`config.mk`:
```
export PLATFORM = sky130hd
export DESIGN_NAME = maxpool_2x2_flat
export DESIGN_NICKNAME = d
export VERILOG_FILES = /design/src/rtl/maxpool_2x2_if.sv /design/src/rtl/maxpool_2x2.sv /design/src/flat_wrapper.sv
export SDC_FILE = /design/constraint.sdc
export NUM_CORES = 1
export LEC_CHECK = 0
export BUFFER_PORTS_ARGS = -buffer_cell sky130_fd_sc_hd__buf_4
export CELL_PAD_IN_SITES_DETAIL_PLACEMENT = 1
export CELL_PAD_IN_SITES_GLOBAL_PLACEMENT = 1
export CORE_MARGIN = 5
export CORE_UTILIZATION = 41
export CTS_CLUSTER_SIZE = 40
export DETAILED_ROUTE_END_ITERATION = 8
export GPL_ROUTABILITY_DRIVEN = 0
export PLACE_DENSITY = 0.83
export SLEW_MARGIN = 20
export SYNTH_ARGS = -nofsm -noshare
export SYNTH_HDL_FRONTEND = slang
export SYNTH_SLANG_ARGS = --single-unit
```
`constraint.sdc`:
```
create_clock -name clk -period 3.6 [get_ports clk]
set_input_delay 0.72 -clock clk [delete_from_list [all_inputs] [get_ports clk]]
set_output_delay 0.72 -clock clk [all_outputs]
set_load 0.005 [all_outputs]
```
`src/rtl/maxpool_2x2_if.sv`:
```
// Handshake and buffer-port bundle for the 2x2 max-pool engine.
// The slave side is the pooling engine; the master side is the host plus the layer-1 buffer.
interface maxpool_2x2_if;
  logic       start;
  logic       rd_en;
  logic [9:0] rd_addr;
  logic [7:0] rd_data;
  logic       out_valid;
  logic [7:0] out_data;
  logic [7:0] out_addr;
  logic       busy;
  logic       done;

  modport master (
    output start,
    input  rd_en,
    input  rd_addr,
    output rd_data,
    input  out_valid,
    input  out_data,
    input  out_addr,
    input  busy,
    input  done
  );

  modport slave (
    input  start,
    output rd_en,
    output rd_addr,
    input  rd_data,
    output out_valid,
    output out_data,
    output out_addr,
    output busy,
    output done
  );
endinterface

```
`src/rtl/maxpool_2x2.sv`:
```
// 2x2 stride-2 max pooling over an IN_W x IN_W feature map held in a synchronous buffer.
// Reads are issued gap-free in window order; one pooled word emerges every 4 cycles.
module maxpool_2x2 #(
  parameter int IN_W  = 26,
  parameter int OUT_W = 13
) (
  input  logic         clk,
  input  logic         rst,
  maxpool_2x2_if.slave bus
);

  localparam int              CW       = (OUT_W > 1) ? $clog2(OUT_W) : 1;
  localparam logic [1:0]      IDLE     = 2'd0;
  localparam logic [1:0]      READ     = 2'd1;
  localparam logic [1:0]      DRAIN    = 2'd2;
  localparam logic [CW-1:0]   LAST_P   = CW'(OUT_W - 1);
  localparam logic [7:0]      LAST_WIN = 8'(OUT_W * OUT_W - 1);
  localparam logic [9:0]      ROW_STEP = 10'(IN_W);
  localparam logic [9:0]      ROW_PAIR = 10'(2 * IN_W);

  // Read-issue side
  logic [1:0]    state_q,   state_d;
  logic [1:0]    sub_q,     sub_d;
  logic [CW-1:0] pcol_q,    pcol_d;
  logic [CW-1:0] prow_q,    prow_d;
  logic          rd_en_q,   rd_en_d;
  logic [9:0]    rd_addr_q, rd_addr_d;
  logic          busy_q,    busy_d;

  // Data-return side, one cycle behind the issue side
  logic          vld_q,       vld_d;
  logic [1:0]    dsub_q,      dsub_d;
  logic [7:0]    acc_q,       acc_d;
  logic [7:0]    win_q,       win_d;
  logic          out_valid_q, out_valid_d;
  logic [7:0]    out_data_q,  out_data_d;
  logic [7:0]    out_addr_q,  out_addr_d;
  logic          done_q,      done_d;

  logic       last_read;
  logic       start_acc;
  logic [7:0] max_val;

  assign last_read = (sub_q == 2'd3) && (pcol_q == LAST_P) && (prow_q == LAST_P);
  assign start_acc = (state_q == IDLE) && bus.start;
  assign max_val   = (bus.rd_data > acc_q) ? bus.rd_data : acc_q;

  // NOTE: every variable assigned here gets a default first, so no path leaves one unassigned and no latch is inferred.
  always_comb begin
    state_d = state_q;
    sub_d   = sub_q;
    pcol_d  = pcol_q;
    prow_d  = prow_q;
    busy_d  = busy_q;

    case (state_q)
      IDLE: begin
        if (bus.start) begin
          state_d = READ;
          sub_d   = 2'd0;
          pcol_d  = '0;
          prow_d  = '0;
          busy_d  = 1'b1;
        end
      end
      READ: begin
        if (last_read) begin
          state_d = DRAIN;
          sub_d   = 2'd0;
          pcol_d  = '0;
          prow_d  = '0;
        end else if (sub_q != 2'd3) begin
          sub_d = sub_q + 2'd1;
        end else begin
          sub_d = 2'd0;
          if (pcol_q == LAST_P) begin
            pcol_d = '0;
            prow_d = prow_q + CW'(1);
          end else begin
            pcol_d = pcol_q + CW'(1);
          end
        end
      end
      DRAIN: begin
        // The final result has just been strobed; the map is complete.
        if (done_q) begin
          state_d = IDLE;
          busy_d  = 1'b0;
        end
      end
      default: begin
        state_d = IDLE;
        sub_d   = 2'd0;
        pcol_d  = '0;
        prow_d  = '0;
        busy_d  = 1'b0;
      end
    endcase

    rd_en_d = (state_d == READ);
    // Sub-index bit 0 selects the right column, bit 1 the lower row of the window.
    if (rd_en_d) begin
      rd_addr_d = ({{(10 - CW){1'b0}}, prow_d} * ROW_PAIR)
                + {{(9 - CW){1'b0}}, pcol_d, 1'b0}
                + {9'd0, sub_d[0]}
                + (sub_d[1] ? ROW_STEP : 10'd0);
    end else begin
      rd_addr_d = 10'd0;
    end
  end

  always_comb begin
    vld_d       = rd_en_q;
    dsub_d      = rd_en_q ? sub_q : 2'd0;
    acc_d       = acc_q;
    win_d       = win_q;
    out_valid_d = 1'b0;
    out_data_d  = out_data_q;
    out_addr_d  = out_addr_q;
    done_d      = 1'b0;

    if (start_acc) begin
      win_d = 8'd0;
      acc_d = 8'd0;
    end

    if (vld_q) begin
      acc_d = (dsub_q == 2'd0) ? bus.rd_data : max_val;
      if (dsub_q == 2'd3) begin
        out_valid_d = 1'b1;
        out_data_d  = max_val;
        out_addr_d  = win_q;
        win_d       = win_q + 8'd1;
        done_d      = (win_q == LAST_WIN);
      end
    end
  end

  // NOTE: the asynchronous reset clears every register, so an aborted map leaves nothing in flight.
  always_ff @(posedge clk or negedge rst) begin
    if (!rst) begin
      state_q     <= IDLE;
      sub_q       <= 2'd0;
      pcol_q      <= '0;
      prow_q      <= '0;
      rd_en_q     <= 1'b0;
      rd_addr_q   <= 10'd0;
      busy_q      <= 1'b0;
      vld_q       <= 1'b0;
      dsub_q      <= 2'd0;
      acc_q       <= 8'd0;
      win_q       <= 8'd0;
      out_valid_q <= 1'b0;
      out_data_q  <= 8'd0;
      out_addr_q  <= 8'd0;
      done_q      <= 1'b0;
    end else begin
      // NOTE: non-blocking assignments so every register samples the pre-edge values of the others.
      state_q     <= state_d;
      sub_q       <= sub_d;
      pcol_q      <= pcol_d;
      prow_q      <= prow_d;
      rd_en_q     <= rd_en_d;
      rd_addr_q   <= rd_addr_d;
      busy_q      <= busy_d;
      vld_q       <= vld_d;
      dsub_q      <= dsub_d;
      acc_q       <= acc_d;
      win_q       <= win_d;
      out_valid_q <= out_valid_d;
      out_data_q  <= out_data_d;
      out_addr_q  <= out_addr_d;
      done_q      <= done_d;
    end
  end

  assign bus.rd_en     = rd_en_q;
  assign bus.rd_addr   = rd_addr_q;
  assign bus.out_valid = out_valid_q;
  assign bus.out_data  = out_data_q;
  assign bus.out_addr  = out_addr_q;
  assign bus.busy      = busy_q;
  assign bus.done      = done_q;

endmodule

```
`src/flat_wrapper.sv`:
```
// flat-port wrapper written by rule: the top's interface ports become plain ports
module maxpool_2x2_flat 
#(
  parameter int IN_W  = 26,
  parameter int OUT_W = 13
)
  (clk, rst, bus_start, bus_rd_en, bus_rd_addr, bus_rd_data, bus_out_valid, bus_out_data, bus_out_addr, bus_busy, bus_done);
  maxpool_2x2_if bus_i ();
  input  logic clk;
  input  logic rst;
  input wire logic [$bits(bus_i.start)-1:0] bus_start;
  output wire logic [$bits(bus_i.rd_en)-1:0] bus_rd_en;
  output wire logic [$bits(bus_i.rd_addr)-1:0] bus_rd_addr;
  input wire logic [$bits(bus_i.rd_data)-1:0] bus_rd_data;
  output wire logic [$bits(bus_i.out_valid)-1:0] bus_out_valid;
  output wire logic [$bits(bus_i.out_data)-1:0] bus_out_data;
  output wire logic [$bits(bus_i.out_addr)-1:0] bus_out_addr;
  output wire logic [$bits(bus_i.busy)-1:0] bus_busy;
  output wire logic [$bits(bus_i.done)-1:0] bus_done;
  assign bus_i.start = bus_start;
  assign bus_rd_en = bus_i.rd_en;
  assign bus_rd_addr = bus_i.rd_addr;
  assign bus_i.rd_data = bus_rd_data;
  assign bus_out_valid = bus_i.out_valid;
  assign bus_out_data = bus_i.out_data;
  assign bus_out_addr = bus_i.out_addr;
  assign bus_busy = bus_i.busy;
  assign bus_done = bus_i.done;
  maxpool_2x2 #(.IN_W(IN_W), .OUT_W(OUT_W)) u_core (.clk(clk), .rst(rst), .bus(bus_i));
endmodule
```
==> results of run 1 <==
-- per-layer routing --
metal / up-vias / share of wire [%]
li1: 1343 / -
met4: 0 / 1.8
met2: 44 / 55
met3: 12 / 3.3
met5: - / 0
met1: 1460 / 40
-- cells in the final DEF, fill, tap and decap left out, types with 9 or more instances in the layout --
master / n
sky130_fd_sc_hd__buf_4: 56
sky130_fd_sc_hd__clkbuf_8: 9
sky130_fd_sc_hd__ha_1: 29
sky130_fd_sc_hd__o21ai_0: 17
sky130_fd_sc_hd__inv_1: 29
sky130_fd_sc_hd__nand4_1: 13
sky130_fd_sc_hd__a21oi_1: 10
sky130_fd_sc_hd__nand3_1: 11
sky130_fd_sc_hd__nor2_1: 12
sky130_fd_sc_hd__dfrtp_1: 61
sky130_fd_sc_hd__nand2_1: 50
-- final timing paths --
| path | end | cells after the start | slack, ns |
|---|---|---|---|
| worst max-delay path | u_core.bus.rd_addr[9] | 15 | 0.14 |
| worst min-delay path | u_core.vld_q | 0 | 0.43 |
| worst max register to register | u_core.bus.rd_addr[9] | 15 | 0.14 |
| worst min register to register | u_core.vld_q | 0 | 0.43 |
| max in group asynchronous | u_core.bus.out_data[0] | 1 | 2.60 |
| min in group asynchronous | u_core.bus.out_addr[3] | 1 | 0.45 |
-- area by class of cell --
cell class,instances,share of cell area [%]
Timing Repair Buffer,57,10.3
Clock inverter,6,0.967
Sequential cell,61,35.7
Clock buffer,9,2.90
Multi-Input combinational cell,243,44.4
Tap cell,105,3.08
Inverter,30,2.64
-- synth_stat cells (all sizes together) --
master | instances | area share, %
a211o | 1 | 0.25
a21o | 7 | 1.6
a21oi | 13 | 2.0
a22o | 1 | 0.25
a22oi | 1 | 0.22
a31oi | 1 | 0.18
a32o | 8 | 2.3
a41o | 1 | 0.29
a41oi | 1 | 0.79
and2 | 4 | 0.79
and2b | 1 | 0.22
and3 | 3 | 0.54
and4 | 1 | 0.25
buf | 6 | 1.4
clkbuf | 5 | 0.54
dfrtp | 61 | 44
fa | 4 | 2.3
ha | 33 | 12
inv | 30 | 3.2
nand2 | 51 | 5.6
nand2b | 1 | 0.18
nand3 | 12 | 1.9
nand4 | 14 | 2.7
nand4b | 1 | 0.25
nor2 | 14 | 1.7
nor2b | 6 | 1.1
nor3 | 4 | 0.58
o2111ai | 8 | 2.0
o211a | 2 | 0.58
o211ai | 3 | 1.0
o21ai | 24 | 3.8
o21bai | 1 | 0.22
o22a | 1 | 0.25
o22ai | 3 | 0.54
o31a | 3 | 0.76
o31ai | 6 | 1.7
or2 | 1 | 0.18
or3 | 1 | 0.18
xnor2 | 4 | 1.0
xor2 | 3 | 0.76
-- power by group --
| part | internal (mW) | total, mW | switching [mW] |
|---|---|---|---|
| clock network | 0.244 | 0.527 | 0.283 |
| logic | 0.598 | 1.30 | 0.703 |
| registers | 0.916 | 1.09 | 0.174 |
-- what timing repair did --
action / CTS / global route
resized for setup: 6 / 21
setup buffers: 1 / 2
pin swaps: 1 / 4
setup endpoints to repair: 4 / 4
-- kinds of logic after synthesis --
kind of cell / Yosys count / share of synthesized area (%)
buffers and inverters: 41 / 5.16
and+or+nand+nor: 114 / 16.2
AOI/OAI and AO/OA: 85 / 18.7
adders and majority gates: 37 / 14.2
xor gates and xnor gates: 7 / 1.77
DFF: 61 / 44.0
-- registers in the layout, indices dropped and copies added (netlist names) --
signal                flops
u_core.bus.out_addr       8
u_core.dsub_q             2
u_core.win_q              8
u_core.prow_q             4
u_core.pcol_q             4
u_core.sub_q              2
u_core.acc_q              8
u_core.bus.rd_addr       10
u_core.state_q            2
u_core.bus.out_data       8
u_core.vld_q              1
u_core.bus.rd_en          1
u_core.bus.done           1
u_core.bus.out_valid      1
u_core.bus.busy           1
-- worst max-delay path, cell delays in order (launching register included) --
cell,delay [ns]
sky130_fd_sc_hd__dfrtp_1,0.42
sky130_fd_sc_hd__inv_1,0.07
sky130_fd_sc_hd__ha_1,0.19
sky130_fd_sc_hd__and4_4,0.21
sky130_fd_sc_hd__a41oi_4,0.22
sky130_fd_sc_hd__nand2_1,0.10
sky130_fd_sc_hd__o21ai_2,0.22
sky130_fd_sc_hd__ha_1,0.30
sky130_fd_sc_hd__ha_1,0.29
sky130_fd_sc_hd__ha_1,0.24
sky130_fd_sc_hd__fa_2,0.36
sky130_fd_sc_hd__a21o_1,0.17
sky130_fd_sc_hd__a21oi_2,0.17
sky130_fd_sc_hd__xor2_2,0.19
sky130_fd_sc_hd__nand3_1,0.09
sky130_fd_sc_hd__a21oi_1,0.13
-- per-stage QoR --
step	power (mW)	hold slack (ns)	util, %	area, µm²	worst slack (ns)
2_1_floorplan	1.85	0.401	-	3470	0.0966
3_3_place_gp	2.25	0.403	48.0	3940	0.0118
3_5_place_dp	2.34	0.419	48.0	3940	-0.324
4_1_cts	2.88	0.441	50.3	4140	0.0298
5_1_grt	3.15	0.465	52.0	4270	-0.0376
6_report	2.92	0.429	52.0	4270	0.143
==> Implementation_results.wiki, run 1 <==
{| class="wikitable"
! Metric !! Value
|-
| Number of instances in the synthesized netlist || approximately 350
|-
| Fraction of final layout cells with drive strength greater than 1 || 25.4%
|-
| Post-detail-place hpwl || 6.52 mm
|-
| Final total negative setup slack || 0 ns
|-
| Number of H-tree branching levels || 3
|-
| Clock sink total || 61
|-
| Clk slew on worst S/H paths || 0.07 ns
|-
| Non-filler cells in the finished layout || 511
|-
| Placed Cells || around 490
|-
| Multi-input combinational cell area || approximately 1900 µm²
|-
| Hold-fix buffers at CTS || 0
|-
| Via count || 2859
|-
| Max-cap viol count || 0
|-
| Number of buffers on the longest clock path || 2
|-
| Kind of launch point of the worst setup path || flop
|-
| Relative max-transition margin || 46.7%
|-
| Leakage power figure || 2.06 nW
|-
| Hold Path Class || reg -> reg
|-
| Crit Reg-Reg Startpoint || u_core.pcol_q[0]
|-
| Met1 Track Usage GR || between 20% and 30%
|-
| Required time at the worst-slack endpoint || 3.87 ns
|-
| Start-to-end type of the worst setup path || reg -> reg
|-
| Total clock buffers created by CTS || 9
|-
| Actual slew at the worst max-slew pin || ~0.80 ns
|-
| Vias in the first global route || 3064
|-
| Critical path peak fanout || 5
|-
| Count of synthesis-stage warnings from yosys || 0
|-
| Count of unique library cells instantiated by Yosys || 54
|-
| Nets in the synthesized netlist || 393
|-
| Horizontal die dimension || roughly 100 µm
|-
| Setup skew after layout || 0.0136 ns
|-
| Remaining antenna violation count || 0
|-
| Buffer type at the clock tree root || sky130_fd_sc_hd__clkbuf_8
|-
| Cell area power density || between 600 and 700 nW/µm²
|-
| Pin count of the biggest net entering global routing || 62
|-
| M3 GR Usage || under 10%
|-
| CTS tree || done
|-
| Syn avg cell area || 10.1 µm²
|-
| Fillers || 924
|-
| Startpoint of the tightest hold check path || u_core.bus.rd_en
|-
| Area of the die || 10400 µm²
|-
| Floorplan die height || 102 µm
|-
| Number of top-level pins || 41
|-
| Source-to-sink clock delay at the later pin of the worst-skew pair || between 0.3 and 0.4 ns
|-
| GRT Total Usage || 18.0%
|-
| Starting density of the core || ~42%
|-
| Achievable frequency || 289 MHz
|-
| GR Layer Usage met2 || 32.8%
|-
| WL final || between 9 and 10 mm
|-
| Flip-flop and latch count after synthesis || 61
|-
| Wire length of the first global-routing pass || 14.7 mm
|-
| Vias per std cell || 5.59
|-
| Share of the cycle needed by the critical path after routing || approximately 96%
|-
| Critical path arrival || 3.73 ns
|-
| Standard-cell rows || 33
|-
| Area used by sequential logic in the layout || 1530 µm²
|-
| Antenna diode instance count || 0
|-
| Total setup violations reported at the end of the flow || 0
|-
| Status || completed
|-
| Core Region || 8220 µm²
|-
| Sum of overflow across all layers after global routing || 0
|-
| Number of iterations in the first detailed-routing pass || 4
|-
| Number of I/O port buffers || 40
|-
| Endpoints failing hold || 0
|-
| Crit path from || u_core.pcol_q[0]
|-
| Kind of capture point of the worst setup path || flop
|-
| Largest vdd supply drop || 0.000219 V
|-
| Net count reported at finish || 450
|-
| Proportion of synthesized chip area in sequential cells || about 44%
|-
| Most Used Layer, Global Route || met2
|-
| Residual DRC || 0
|-
| Shortest clock period the worst path allows after layout || between 3 and 4 ns
|-
| Post-synthesis instance area || 3470 µm²
|-
| DRC marker count from the first detailed-route iteration || 50
|-
| Routed wire per std cell || approximately 18 µm
|-
| Initial antenna violation count || 0
|-
| Area added between synthesis and finish || 23.1%
|-
| Final count of pins violating max slew || 0
|}
Power figures use the tool's default switching activity.
==> run 2: changes to the inputs <==
--- a/config.mk
+++ b/config.mk
@@ -8,12 +8,13 @@
 export BUFFER_PORTS_ARGS = -buffer_cell sky130_fd_sc_hd__buf_4
 export CELL_PAD_IN_SITES_DETAIL_PLACEMENT = 1
 export CELL_PAD_IN_SITES_GLOBAL_PLACEMENT = 1
+export CORE_ASPECT_RATIO = 1.5
 export CORE_MARGIN = 5
-export CORE_UTILIZATION = 41
+export CORE_UTILIZATION = 35
 export CTS_CLUSTER_SIZE = 40
 export DETAILED_ROUTE_END_ITERATION = 8
 export GPL_ROUTABILITY_DRIVEN = 0
-export PLACE_DENSITY = 0.83
+export PLACE_DENSITY = 0.71
 export SLEW_MARGIN = 20
 export SYNTH_ARGS = -nofsm -noshare
 export SYNTH_HDL_FRONTEND = slang
==> constraint.sdc (replaced) <==
create_clock -name clk -period 3.4 [get_ports clk]
set_input_delay 0.68 -clock clk [delete_from_list [all_inputs] [get_ports clk]]
set_output_delay 0.68 -clock clk [all_outputs]
set_load 0.005 [all_outputs]
==> run 2 against run 1 <==
Worst setup slack worse by 0.11 ns. Global-route usage down 2.2 points. Critical path depth up 1. Routed wire length rose by 1.0%. Hold slack better by 0.021 ns. Register-to-register slack got worse by 0.11 ns. Clock skew is 0.012 ns lower. Critical endpoint unchanged. Sequential share of layout area decreased by 2.2 points. Final area grew 6.5%. First-iteration DRC count increased by 78%. Highest routed layer unchanged. Via count rose by 0.35%. Largest power group unchanged. Final cell count rose by 4.9%.
==> Implementation_results.wiki, run 2 (synthesis results as in run 1) <==
{| class="wikitable"
! Metric !! Value
|-
| Status || completed
|-
| Flip-flop count of the largest register after layout || 10
|-
| Area added between synthesis and finish || 31.1%
|-
| CTS tree || done
|-
| Relative max-transition margin || 46.0%
|-
| Most frequent standard cell in the layout excluding fill and tap cells || sky130_fd_sc_hd__buf_4
|-
| Floorplan die height || 132 µm
|-
| GRT Total Usage || 15.8%
|-
| Residual DRC || 0
|-
| Final Power || 3.63 mW
|-
| Vias in the first global route || 3196
|-
| Leakage power figure || 2.21 nW
|-
| Area used by sequential logic in the layout || about 1500 µm²
|-
| Routed wire per std cell || roughly 17 µm
|-
| Standard-cell rows || 44
|-
| Final count of pins violating max slew || 0
|-
| Cell area power density || 798 nW/µm²
|-
| Multi-input combinational cell area || 1890 µm²
|-
| DRC marker count from the first detailed-route iteration || 89
|-
| Net count reported at finish || 464
|-
| Hold Path Class || in -> async
|-
| Area of the die || 12000 µm²
|-
| Required time at the worst-slack endpoint || 3.66 ns
|-
| Initial antenna violation count || 0
|-
| Critical path arrival || 3.63 ns
|-
| Placed Cells || 517
|-
| Buffer type at the clock tree root || sky130_fd_sc_hd__clkbuf_16
|-
| Crit Reg-Reg Startpoint || u_core.pcol_q[0]
|-
| Total setup violations reported at the end of the flow || 0
|-
| Number of buffers on the longest clock path || 2
|-
| Critical path peak fanout || 4
|-
| Achievable frequency || 297 MHz
|-
| Sum of overflow across all layers after global routing || 0
|-
| Core Region || 9690 µm²
|-
| Final core area utilization || 46.9%
|-
| Number of H-tree branching levels || 3
|-
| Wire length of the first global-routing pass || 15.5 mm
|-
| Shortest clock period the worst path allows after layout || 3.37 ns
|-
| Placed Instance Area || 4060 µm²
|-
| Antenna diode instance count || 0
|-
| Max-cap viol count || 0
|-
| Kind of launch point of the worst setup path || flop
|-
| Horizontal die dimension || 91.3 µm
|-
| Setup skew after layout || 0.00169 ns
|-
| Commonest cells after routing, fill and taps aside || sky130_fd_sc_hd__buf_4 (70), sky130_fd_sc_hd__dfrtp_1 (61), sky130_fd_sc_hd__nand2_1 (49), sky130_fd_sc_hd__inv_1 (29), sky130_fd_sc_hd__ha_1 (26)
|-
| Starting density of the core || 35.8%
|-
| Clk slew on worst S/H paths || 0.06 ns
|-
| Number of I/O port buffers || 40
|-
| Pin count of the biggest net entering global routing || 62
|-
| Vias per std cell || 5.35
|-
| Largest vdd supply drop || 0.000437 V
|-
| Final total negative setup slack || 0 ns
|-
| Start-to-end type of the worst setup path || reg -> reg
|-
| Via count || 2869
|-
| Source-to-sink clock delay at the later pin of the worst-skew pair || between 0.3 and 0.4 ns
|-
| Final Cell Area || 4550 µm²
|-
| WL final || 9.27 mm
|-
| Crit path from || u_core.pcol_q[0]
|-
| Setup repair after global routing missed its margin || yes
|-
| Clock sink total || 61
|-
| Non-filler cells in the finished layout || 536
|-
| Number of top-level pins || 41
|-
| Share of the cycle needed by the critical path after routing || roughly 99%
|-
| Number of iterations in the first detailed-routing pass || 4
|-
| Fillers || 1122
|-
| Total clock buffers created by CTS || 9
|-
| Kind of capture point of the worst setup path || flop
|-
| Actual slew at the worst max-slew pin || slightly above 0.8 ns
|-
| Post-detail-place hpwl || 6.51 mm
|-
| Remaining antenna violation count || 0
|-
| Hold-fix buffers at CTS || 0
|-
| Endpoints failing hold || 0
|-
| Fraction of final layout cells with drive strength greater than 1 || 28.3%
|}
## run 2: changes by cell type in the layout (fill, tap and decap cells not counted), sizes merged
cell	change
bufinv	+3
buf	+14
clkinvlp	-2
clkinv	-1
clkbuf	+1
## run 2: layout make-up
cell class | count | share of cell area [%]
multi-input combinational | 243 | 41.5
sequential | 61 | 33.6
tap | 115 | 3.16
inverter | 30 | 2.48
clock buffer | 10 | 5.03
clock inverter | 6 | 2.45
timing repair buffer | 71 | 11.8
## run 2: path summary, 6_finish.rpt
check | endpoint | cells past startpoint | slack [ns]
setup / recovery | u_core.bus.rd_addr[9] | 16 | 0.03
hold / removal | u_core.bus.out_addr[0] | 1 | 0.45
setup reg to reg | u_core.bus.rd_addr[9] | 16 | 0.03
hold reg to reg | u_core.vld_q | 0 | 0.47
max in group asynchronous | u_core.acc_q[0] | 1 | 2.43
min in group clk | u_core.vld_q | 0 | 0.47
## run 2: through the flow
step	setup slack (ns)	hold slack, ns
floorplan	0.00968	0.384
global placement	-0.0941	0.441
detailed placement	-0.137	0.459
CTS	-0.0254	0.473
global route	-0.146	0.482
finish	0.0305	0.450
## run 2: worst max-delay path, stage by stage, from the launching register on
cell,delay (ns)
sky130_fd_sc_hd__dfrtp_1,0.37
sky130_fd_sc_hd__inv_1,0.06
sky130_fd_sc_hd__ha_1,0.20
sky130_fd_sc_hd__and4_4,0.20
sky130_fd_sc_hd__buf_4,0.14
sky130_fd_sc_hd__a41oi_4,0.23
sky130_fd_sc_hd__nand2_1,0.09
sky130_fd_sc_hd__o21ai_2,0.16
sky130_fd_sc_hd__ha_1,0.25
sky130_fd_sc_hd__ha_1,0.28
sky130_fd_sc_hd__ha_2,0.20
sky130_fd_sc_hd__fa_2,0.36
sky130_fd_sc_hd__a21o_1,0.18
sky130_fd_sc_hd__a21oi_2,0.14
sky130_fd_sc_hd__xor2_1,0.22
sky130_fd_sc_hd__nand3_1,0.10
sky130_fd_sc_hd__a21oi_1,0.14
## run 2: power breakdown
| group | internal (mW) | switching [mW] |
|---|---|---|
| logic | 0.679 | 0.757 |
| clock network | 0.715 | 0.336 |
| registers | 0.972 | 0.171 |
| total | 2.37 | 1.26 |
## run 2: metal layers
metal | vias up | global-route usage [%] | wire length, µm
li1 | 1381 | - | -
met1 | 1427 | 17.0 | 3650
met2 | 49 | 29.3 | 5160
met3 | 12 | 3.77 | 271
met4 | 0 | 5.95 | 182
met5 | - | 0 | 0
## run 2: timing repair
action | 4_1_cts | 5_1_grt
endpoints found under the setup margin | 4 | 5
gates cloned | 0 | 0
gates resized for setup | 9 | 14
pin swaps | 2 | 6
buffers inserted | 0 | 3
==> run 3: changes to the inputs <==
--- a/config.mk
+++ b/config.mk
@@ -6,15 +6,13 @@
 export NUM_CORES = 1
 export LEC_CHECK = 0
 export BUFFER_PORTS_ARGS = -buffer_cell sky130_fd_sc_hd__buf_4
-export CELL_PAD_IN_SITES_DETAIL_PLACEMENT = 1
-export CELL_PAD_IN_SITES_GLOBAL_PLACEMENT = 1
 export CORE_ASPECT_RATIO = 1.5
 export CORE_MARGIN = 5
 export CORE_UTILIZATION = 35
 export CTS_CLUSTER_SIZE = 40
 export DETAILED_ROUTE_END_ITERATION = 8
 export GPL_ROUTABILITY_DRIVEN = 0
-export PLACE_DENSITY = 0.71
+export PLACE_DENSITY = 0.59
 export SLEW_MARGIN = 20
 export SYNTH_ARGS = -nofsm -noshare
 export SYNTH_HDL_FRONTEND = slang
==> run 3 against run 2 <==
Maximum frequency decreased by 0.61%. Final area up 0.83%. Non-clock buffer count is 1 higher. Clock skew increased by 0.0026 ns. Sequential share of layout area is 0.27 points lower. Worst setup slack lost 0.021 ns. Flip-flop and latch count did not move. Power fell by 2.5%. Register-to-register slack worse by 0.02 ns. Clock power shrank 6%. Critical path type unchanged. Critical endpoint unchanged. Largest cell class unchanged. Highest routed layer unchanged.
==> Implementation_results.wiki, run 3 (synthesis results as in run 1) <==
{| class="wikitable"
! Metric !! Value
|-
| Hold-fix buffers at CTS || 0
|-
| Required time at the worst-slack endpoint || 3.66 ns
|-
| Initial antenna violation count || 0
|-
| Number of I/O port buffers || 40
|-
| Internal cell power || 2.34 mW
|-
| Worst-case reg-to-reg path depth || 16
|-
| CTS tree || done
|-
| Commonest cells after routing, fill and taps aside || sky130_fd_sc_hd__buf_4 (70), sky130_fd_sc_hd__dfrtp_1 (61), sky130_fd_sc_hd__nand2_1 (47), sky130_fd_sc_hd__inv_1 (28), sky130_fd_sc_hd__ha_1 (26)
|-
| Proportion of total power due to net switching || 33.8%
|-
| Pin count of the biggest net entering global routing || 62
|-
| Shortest clock period the worst path allows after layout || 3.39 ns
|-
| Routed wire per std cell || approximately 15 µm
|-
| WL final || 7.94 mm
|-
| Start-to-end type of the worst setup path || reg -> reg
|-
| Critical path peak fanout || 8
|-
| Buffer type at the clock tree root || sky130_fd_sc_hd__clkbuf_16
|-
| Number of buffers on the longest clock path || 2
|-
| Total clock buffers created by CTS || 9
|-
| Setup repair after global routing missed its margin || yes
|-
| Starting density of the core || 35.8%
|-
| Fraction of power consumed by the clock network || 27.9%
|-
| Kind of capture point of the worst setup path || flop
|-
| Share of the cycle needed by the critical path after routing || 99.7%
|-
| Area of the die || 12000 µm²
|-
| Uppermost metal layer occupied by signal nets || met4
|-
| Remaining antenna violation count || 0
|-
| Standard-cell rows || 44
|-
| Net count reported at finish || 465
|-
| Vias in the first global route || about 2800
|-
| Horizontal die dimension || 91.3 µm
|-
| Kind of launch point of the worst setup path || flop
|-
| Residual DRC || 0
|-
| Clock sink total || 61
|-
| Final count of pins violating max slew || 0
|-
| Post-detail-place hpwl || approximately 5.8 mm
|-
| Fillers || ~900
|-
| Vias per std cell || 5.26
|-
| Clk slew on worst S/H paths || roughly 0.050 ns
|-
| Status || completed
|-
| Proportion of power drawn by flip-flops and latches || around a third
|-
| Number of H-tree branching levels || 3
|-
| Actual slew at the worst max-slew pin || between 0.7 and 0.8 ns
|-
| Max-cap viol count || 0
|-
| Floorplan die height || 132 µm
|-
| Switching Power || 1.20 mW
|-
| Core Region || just under 10000 µm²
|-
| Total setup violations reported at the end of the flow || 0
|-
| Area added between synthesis and finish || 32.2%
|-
| Fraction of final layout cells with drive strength greater than 1 || between 30% and 40%
|-
| Sum of overflow across all layers after global routing || 0
|-
| Multi-input combinational cell area || 1930 µm²
|-
| Number of top-level pins || 41
|-
| Via count || around 2800
|-
| Most frequent standard cell in the layout excluding fill and tap cells || sky130_fd_sc_hd__buf_4
|-
| Final core area utilization || 47.3%
|-
| Source-to-sink clock delay at the later pin of the worst-skew pair || ~0.33 ns
|-
| DRC marker count from the first detailed-route iteration || between 50 and 60
|-
| Hold Path Class || in -> async
|-
| Wire length on met3 || 316 µm
|-
| Non-filler cells in the finished layout || between 500 and 600
|-
| Combinational share of power || between 30 and 40%
|-
| Area used by sequential logic in the layout || 1530 µm²
|-
| Wire length of the first global-routing pass || 13.0 mm
|-
| Number of iterations in the first detailed-routing pass || 4
|-
| GRT Total Usage || 13.4%
|-
| Achievable frequency || 295 MHz
|-
| Relative max-transition margin || between 40% and 50%
|-
| Antenna diode instance count || 0
|-
| Placed Cells || 516
|-
| Setup skew after layout || 0.00426 ns
|-
| Cell area power density || just under 800 nW/µm²
|-
| Critical path arrival || 3.65 ns
|-
| Crit Reg-Reg Startpoint || u_core.sub_q[1]
|-
| WL met1 || between 3 and 4 mm
|-
| Flip-flop count of the largest register after layout || 10
|-
| Largest vdd supply drop || between 0.0006 and 0.0007 V
|-
| Leakage power figure || 2.23 nW
|-
| DR WL met2 || 4.36 mm
|-
| Crit path from || u_core.sub_q[1]
|-
| Endpoints failing hold || 0
|-
| Final total negative setup slack || 0 ns
|}
run 3: repair_timing:
item | in CTS | in global routing
setup buffers | 3 | 2
endpoints found under the hold margin | 0 | 0
resized for setup | 17 | 19
endpoints found under the setup margin | 3 | 4
pin swaps | 5 | 14
cloned | 0 | 0
run 3: stage by stage:
step	total power, mW	setup slack (ns)	hold slack (ns)	area [µm²]
floorplan	1.96	0.00968	0.384	3480
global placement	2.48	-0.232	0.453	4060
detailed placement	2.52	-0.307	0.452	4060
CTS	3.53	-0.00131	0.455	4480
global route	3.81	-0.145	0.492	4590
finish	3.54	0.00979	0.424	4590
run 3: path summary, 6_finish.rpt:
path,slack (ns),end
min,0.42,u_core.bus.out_addr[6]
max in group asynchronous,2.48,u_core.acc_q[2]
max,0.01,u_core.bus.rd_addr[9]
min in group clk,0.46,u_core.vld_q
max reg2reg,0.01,u_core.bus.rd_addr[9]
min reg2reg,0.46,u_core.vld_q
run 3: power groups by stage:
stage | clock network [mW] | registers, mW | logic [mW]
finish | 0.988 | 1.15 | 1.40
global route | 1.05 | 1.18 | 1.59
CTS | 1.01 | 1.15 | 1.37
detailed placement | 0 | 1.16 | 1.36
global placement | 0 | 1.15 | 1.33
floorplan | 0 | 1.14 | 0.824
run 3: metal layers:
layer	global-route usage (%)	vias to the layer above
met5	0	-
met4	6.85	0
met3	3.77	16
met2	23.8	46
met1	14.1	1382
li1	-	1382
run 3: layout make-up:
type / count / area share [%]
tap: 115 / 3.14
timing repair buffer: 72 / 12.0
clock inverter: 4 / 1.53
clock buffer: 12 / 5.59
sequential: 61 / 33.3
multi-input combinational: 243 / 42.0
inverter: 30 / 2.46
run 3: worst max-delay path: stages (launching register included):
cell                      delay (ns)
sky130_fd_sc_hd__dfrtp_1        0.40
sky130_fd_sc_hd__ha_2           0.20
sky130_fd_sc_hd__and4_4         0.19
sky130_fd_sc_hd__buf_6          0.14
sky130_fd_sc_hd__a41oi_4        0.23
sky130_fd_sc_hd__nand2_2        0.08
sky130_fd_sc_hd__o21ai_2        0.15
sky130_fd_sc_hd__ha_1           0.25
sky130_fd_sc_hd__ha_1           0.30
sky130_fd_sc_hd__ha_2           0.19
sky130_fd_sc_hd__fa_2           0.37
sky130_fd_sc_hd__a21o_1         0.20
sky130_fd_sc_hd__a21oi_2        0.12
sky130_fd_sc_hd__xor2_1         0.16
sky130_fd_sc_hd__buf_4          0.15
sky130_fd_sc_hd__nand3_2        0.07
sky130_fd_sc_hd__a21oi_1        0.14
